--- src/rtl/kws_mac_accum.sv ---
// Keyword-spotting MAC accumulator: bias-seeded int32 accumulation of
// 4-lane int8 dot products with an input zero-point offset, one result per run.
module kws_mac_accum #(
  parameter int INPUT_OFFSET = 128
) (
  input  logic        i_clk,
  input  logic        i_reset_n,
  input  logic        i_start,
  input  logic [31:0] i_bias,
  input  logic [7:0]  i_num_beats,
  input  logic        i_in_valid,
  output logic        o_in_ready,
  input  logic [31:0] i_in_input,
  input  logic [31:0] i_in_filter,
  output logic        o_out_valid,
  input  logic        i_out_ready,
  output logic [31:0] o_out_acc,
  output logic        o_busy
);

  typedef enum logic [1:0] {
    S_IDLE  = 2'd0,
    S_ACCUM = 2'd1,
    S_DONE  = 2'd2
  } state_t;

  localparam logic signed [8:0] OFFSET9 = 9'(INPUT_OFFSET);

  state_t      r_state;
  logic [31:0] r_acc;
  logic [7:0]  r_remaining;

  logic signed [16:0] w_prod [4];
  logic signed [18:0] w_lane_sum;
  logic [31:0]        w_beat_ext;
  logic               w_beat_accept;

  // Per-lane: offset activation (9-bit signed) times weight -> 17-bit product.
  generate
    for (genvar gi = 0; gi < 4; gi++) begin : g_lane
      logic signed [8:0] w_act;
      logic signed [7:0] w_wt;
      assign w_act = $signed({i_in_input[8*gi+7], i_in_input[8*gi +: 8]}) + OFFSET9;
      assign w_wt  = $signed(i_in_filter[8*gi +: 8]);
      assign w_prod[gi] = 17'(w_act) * 17'(w_wt);
    end
  endgenerate

  assign w_lane_sum = 19'(w_prod[0]) + 19'(w_prod[1]) + 19'(w_prod[2]) + 19'(w_prod[3]);
  assign w_beat_ext = {{13{w_lane_sum[18]}}, w_lane_sum};

  assign o_in_ready    = (r_state == S_ACCUM);
  assign o_out_valid   = (r_state == S_DONE);
  assign o_busy        = (r_state != S_IDLE);
  assign o_out_acc     = (r_state == S_DONE) ? r_acc : 32'd0;
  assign w_beat_accept = i_in_valid && (r_state == S_ACCUM);

  always_ff @(posedge i_clk or negedge i_reset_n) begin
    if (!i_reset_n) begin
      r_state     <= S_IDLE;
      r_acc       <= 32'd0;
      r_remaining <= 8'd0;
    end else begin
      case (r_state)
        S_IDLE: begin
          if (i_start) begin
            r_acc       <= i_bias;
            r_remaining <= i_num_beats;
            r_state     <= (i_num_beats != 8'd0) ? S_ACCUM : S_DONE;
          end
        end
        S_ACCUM: begin
          if (w_beat_accept) begin
            r_acc       <= r_acc + w_beat_ext;
            r_remaining <= r_remaining - 8'd1;
            if (r_remaining == 8'd1) begin
              r_state <= S_DONE;
            end
          end
        end
        S_DONE: begin
          // A start arriving alongside the handshake is dropped, not queued.
          if (i_out_ready) begin
            r_state <= S_IDLE;
          end
        end
        default: begin
          r_state <= S_IDLE;
        end
      endcase
    end
  end

endmodule

--- config.mk ---
export PLATFORM = sky130hd
export DESIGN_NAME = kws_mac_accum
export DESIGN_NICKNAME = d
export VERILOG_FILES = /design/src/rtl/kws_mac_accum.sv
export SDC_FILE = /design/constraint.sdc
export NUM_CORES = 1
export LEC_CHECK = 0
export CAP_MARGIN = 10
export CORE_UTILIZATION = 35
export DETAILED_ROUTE_END_ITERATION = 6
export HOLD_SLACK_MARGIN = 0.06
export SLEW_MARGIN = 25
export SYNTH_ARGS = -nofsm -noshare
export SYNTH_HDL_FRONTEND = slang
export SYNTH_SLANG_ARGS = --single-unit
--- constraint.sdc ---
create_clock -name i_clk -period 3.6 [get_ports i_clk]
set_clock_uncertainty 0.05 [all_clocks]
set_input_delay 0.36 -clock i_clk [delete_from_list [all_inputs] [get_ports i_clk]]
set_output_delay 0.36 -clock i_clk [all_outputs]
set_load 0.03 [all_outputs]
* Word level (Yosys, flattened, before mapping)
Cells that the tools add are included. Widths: inputs -> output; s select.
Storage, ports and cells: bits in registers 42, input port bits 109, output and inout port bits 35, logic and storage cells 43
Cells by class: $add $sub $neg 9, $mul 4, equality and inequality tests 7, multiplexer cells 13, reduce and logical (&&, ||, !) cells 7
Operator list (count):
- $mux 32 | 3
- $mul 9x8->17 | 4
- $pmux 32 s2 | 1
- $add 8x9->9 const B | 4
- $add 32x32->32 | 1
- $add 18x17->19 | 1
- $add 19x17->19 | 1
- $add 17x17->18 | 1
- $mux 8 | 2
- $pmux 8 s2 | 1
- $mux 2 | 5
- $eq 8x1->1 const B | 1
- $reduce_bool 8->1 | 1
- $sub 8x1->8 const B | 1
- $ne 2x1->1 const B | 3
- $pmux 2 s3 | 1
- $reduce_and 4->1 | 1
- $reduce_bool 2->1 | 2
- $reduce_and 3->1 | 1
- $eq 2x1->1 const B | 1
- $eq 2x2->1 const B | 1
- $logic_not 2->1 | 1
- $ne 2x2->1 const B | 1
- $logic_and 1x1->1 | 1

* Longest topological paths before layout
word-level depth 8, depth in mapped cells 36, mapped depth without buffers 36

* Least setup slack after synthesis
OpenSTA, ideal clock, no wires.
kind input port to flip-flop, start point input i_in_filter[24], end point register r_acc[24], arrival 8.355 ns, data required time 3.460 ns, slack -4.895 ns, stages 32, path buffers 0, cell sequence and2_1 > fa_1 > fa_1 > inv_1 > fa_1 > inv_1 > fa_1 > fa_1 > fa_1 > inv_1 > fa_1 > fa_1 > inv_1 > ha_1 > nor2b_1 > o21ai_1 > a21boi_1 > o21ai_1 > a21boi_0 > o21ai_1 > a31oi_1 > or4b_1 > nand3_1 > ha_1 > a21oi_1 > o21ai_1 > a221o_1 > a41o_1 > a21o_1 > a21oi_2 > mux2_4 > o31ai_4
Between the ends: cells in the longest elaborated chain, start to end 5
Ends and longest elaborated chain:
- start, declared | line 14 | input logic [31:0] i_in_filter,
- $mul 9x8->17 | line 45 | assign w_prod[gi] = 17'(w_act) * 17'(w_wt);
- $add 19x17->19 | line 49 | assign w_lane_sum = 19'(w_prod[0]) + 19'(w_prod[1]) + 19'(w_prod[2]) + 19'(w_prod[3]);
- $add 32x32->32 | line 74 | r_acc <= r_acc + w_beat_ext;
- $mux 32 | line 73 | if (w_beat_accept) begin
- $pmux 32 s2 | line 64 | case (r_state)
- end signal, assigned | line 67 | r_acc <= i_bias;
- end signal, assigned | line 74
- end, declared | line 30 | logic [31:0] r_acc;
No other way between the ends. The select of a mux whose other input is x is not followed. A chain may end at the register's enable or synchronous reset.

* Worst setup path after layout
start point input i_in_filter[16], end point register r_acc[26]
Between the ends: cells in the longest elaborated chain, start to end 6
Ends and longest elaborated chain (line):
- $mul 9x8->17 | 45
- $add 18x17->19 | 49
- $add 19x17->19 | 49
- $add 32x32->32 | 74
- $mux 32 | 73
- $pmux 32 s2 | 64
No other way between the ends. The select of a mux whose other input is x is not followed.

==> impl_metrics.csv <==
group,metric,value,unit
status,status,"finished, violations left",
status,failed_checks,"negative setup slack",
timing,fmaxAchievable,0.118,GHz
logic_synthesis,yosys.area.top_type,"sky130_fd_sc_hd__fa_1",
clocking,number_of_h_tree_levels,2,
layout,diodes,0,
route,first_iter_violations,393,
clocking,clock_insertion_delay_worst_skew,0.30,ns
global_routing,grt_overflow_total,0,
timing,relSlewSlack,39.9,%
global_routing,grt_start_max_net_pins,44,
run,cap_violations,0,
route,drt_pre_antenna_iters,5,
layout,share_of_post_route_cells_with_drive_strength_above_1,33.4,%
logic_synthesis,synth_sequential_area_ratio,7.65,%
timing,grt_setup_unrepaired,"true",
logic_synthesis,synth.lib_cells_used.distinct,78,
placement,detailed_place_hpwl,33.3,mm
clocking,cts.root.buffer_cell,"sky130_fd_sc_hd__clkbuf_16",
timing,finalCritPeriodShare,235,%
logic_synthesis,synth.cell_area,13700,µm²
logic_synthesis,most_instantiated_flip_flop_cell_in_the_synthesis_netlist,"sky130_fd_sc_hd__dfrtp_1",
logic_synthesis,synth_edf_count,0,
worst_hold_path,min-delay-path-class,"flop to flop",
layout,synthToLayoutAreaGrowth,43.1,%
setup_path,worstPathBufferInverterCount,6,
clocking,clkSlewWorstSetupHoldPaths,0.07,ns
global_routing,grt_pass1_wl,64.6,mm
layout,finalNetCount,2490,
global_routing,antenna_found_initial,0,
logic_synthesis,synth.area.top_cells,"sky130_fd_sc_hd__fa_1, sky130_fd_sc_hd__ha_1, sky130_fd_sc_hd__inv_1, sky130_fd_sc_hd__and2_1, sky130_fd_sc_hd__dfrtp_1",
setup_path,crit_slowest_cell,"sky130_fd_sc_hd__fa_1",
setup_path,worst_path_largest_cell_delay,0.62,ns
timing,timing.final.crit_period,8.45,ns
setup_path,worst_ep_arrival,8.63,ns
clocking,tritoncts.num_buffers,5,
clocking,cts_buffer_depth,2,
logic_synthesis,syn-num-nets,2076,
route,wire_per_inst,16.2,µm
setup_path,worstSetupStartpointType,"primary input",
placement,post_place_cells,2410,
setup_path,setup.worst_path.class,"primary input to flop",
floorplanning,initial_core_util,35.6,%
floorplanning,die_w,200,µm
logic_synthesis,synth.ff_latch_count,42,
floorplanning,die-area,40100,µm²
placement,gpl.final_weighted_congestion,0.877,
floorplanning,core_area,38600,µm²
timing,maxSlewViolCount,0,
setup_path,required,3.78,ns
placement,numPortBuffers,143,
route,vias,11700,
global_routing,gr-usage-all-layers,19.9,%
layout,final_cell_count_no_fill,2480,
timing,timing.final.ws_setup,-4.85,ns
clocking,cts.sink_count,42,
logic_synthesis,synth_most_common_cell,"sky130_fd_sc_hd__inv_1",
floorplanning,boundaryPins,144,
floorplanning,placement_rows,72,
timing,finalHoldViolCount,0,
logic_synthesis,synthCells,1547,
setup_path,endpoint_kind,"flop",
floorplanning,chipHeight,200,µm
setup_path,cp_common_cell,"sky130_fd_sc_hd__fa_1",
route,postRouteWirelength,40.2,mm
layout,layout.core_utilization,50.9,%
logic_synthesis,post_synth_most_frequent_cells,"sky130_fd_sc_hd__inv_1, sky130_fd_sc_hd__fa_1, sky130_fd_sc_hd__ha_1",
global_routing,grt_pass1_vias,12800,
route,drc_errors,0,
logic_synthesis,yosys_warnings,0,
route,ant_nets,0,
clocking,clock_tree_from_tritoncts,"yes",
setup_path,cp_top_family,"adder cells",
logic_synthesis,synth_top_cell_area_share,33.9,%
logic_synthesis,ys_async_sr_fraction,100,%
route,avgViaCountPerCell,4.71,
timing,finalSetupViolations,30,
setup_path,cp_max_fo,3,
logic_synthesis,postSynthAreaPerCell,8.88,µm²
timing,worst-slew-pin-transition,0.901,ns
cell type report:
class,count,area [µm²]
inverters,357,1340
clock buffers,5,125
fillers,3506,19000
repair buffers,430,3660
flip-flops and latches,42,1050
multi-input cells,1125,12800
clock inverters,3,18.8
well taps,518,648
state kept, by name (all words and copies together), names as in the netlist:
register / flops
r_acc: 32
r_remaining: 8
r_state: 2
per-layer routing:
layer	global-route usage [%]	share of wire (%)	up-vias
li1	-	-	5656
met1	25.9	43	5766
met2	36.2	52	204
met3	1.72	2.8	54
met4	3.19	2.0	0
met5	0	0	-
placed cells by master, fill, tap and decap left out, types with 28 or more instances in the layout:
cell | netlist | routed
sky130_fd_sc_hd__dfrtp_1 | 42 | 42
sky130_fd_sc_hd__buf_6 | 1 | 72
sky130_fd_sc_hd__clkdlybuf4s50_1 | 0 | 77
sky130_fd_sc_hd__fa_1 | 233 | 206
sky130_fd_sc_hd__o22ai_1 | 28 | 28
sky130_fd_sc_hd__ha_1 | 187 | 139
sky130_fd_sc_hd__nand2_1 | 118 | 101
sky130_fd_sc_hd__a21oi_1 | 43 | 28
sky130_fd_sc_hd__and2_4 | 0 | 34
sky130_fd_sc_hd__o21ai_1 | 8 | 30
sky130_fd_sc_hd__nor2_1 | 40 | 33
sky130_fd_sc_hd__and2_1 | 174 | 141
sky130_fd_sc_hd__inv_1 | 356 | 316
sky130_fd_sc_hd__inv_2 | 1 | 41
sky130_fd_sc_hd__buf_4 | 1 | 231
sky130_fd_sc_hd__ha_4 | 0 | 43
final timing paths:
path	to	startpoint	cells past startpoint	slack, ns
worst min register to register	r_remaining[1]$_DFFE_PN0P_	r_remaining[1]$_DFFE_PN0P_	2	0.46
min in group asynchronous	r_acc[10]$_DFFE_PN0P_	i_reset_n	2	0.55
worst min-delay path	r_remaining[1]$_DFFE_PN0P_	r_remaining[1]$_DFFE_PN0P_	2	0.46
worst max-delay path	r_acc[26]$_DFFE_PN0P_	i_in_filter[16]	33	-4.85
worst max register to register	r_acc[17]$_DFFE_PN0P_	r_acc[0]$_DFFE_PN0P_	12	0.50
max in group asynchronous	r_acc[29]$_DFFE_PN0P_	i_reset_n	2	2.54
timing repair:
item | in CTS | in global routing
gates resized for setup | 418 | 245
setup endpoints to repair | 31 | 30
setup buffers | 42 | 27
hold buffers | 0 | 1
pin swaps | 183 | 203
endpoints found under the hold margin | 0 | 11
kinds of logic (layout without fill, tap and decap cells):
family,after synthesis,count (layout),synth area share (%)
AOI/OAI and AO/OA,202,202,9.62
xor gates and xnor gates,43,43,2.74
adders and majority gates,420,420,51.0
buffers and inverters,380,795,10.8
DFF,42,42,7.65
muxes,2,2,0.182
and+or+nand+nor,458,458,18.1
stage by stage:
step	setup slack, ns	TNS, ns	hold slack [ns]	cell area [µm²]
floorplan	-4.52	-104.19	0.0144	14000
global placement	-5.78	-141.70	0.446	17600
detailed placement	-5.86	-142.27	0.454	17600
CTS	-5.00	-120.86	0.229	18800
global route	-5.07	-125.54	0.526	19700
finish	-4.85	-119.46	0.462	19700
worst register-to-register path: stages (launching register included):
cell and delay (ns):
sky130_fd_sc_hd__dfrtp_1 0.40, sky130_fd_sc_hd__ha_1 0.24, sky130_fd_sc_hd__buf_4 0.14, sky130_fd_sc_hd__a211oi_1 0.38, sky130_fd_sc_hd__nor2_4 0.08, sky130_fd_sc_hd__o311ai_4 0.34
sky130_fd_sc_hd__buf_6 0.19, sky130_fd_sc_hd__nand3b_1 0.21, sky130_fd_sc_hd__a31o_2 0.31, sky130_fd_sc_hd__a21oi_2 0.17, sky130_fd_sc_hd__xnor2_2 0.18, sky130_fd_sc_hd__nor3b_2 0.09
sky130_fd_sc_hd__o31ai_1 0.23
Power is left out: the tool's default activity adds up to more than one toggle a clock period on the data nets, which glitch-free logic cannot reach.
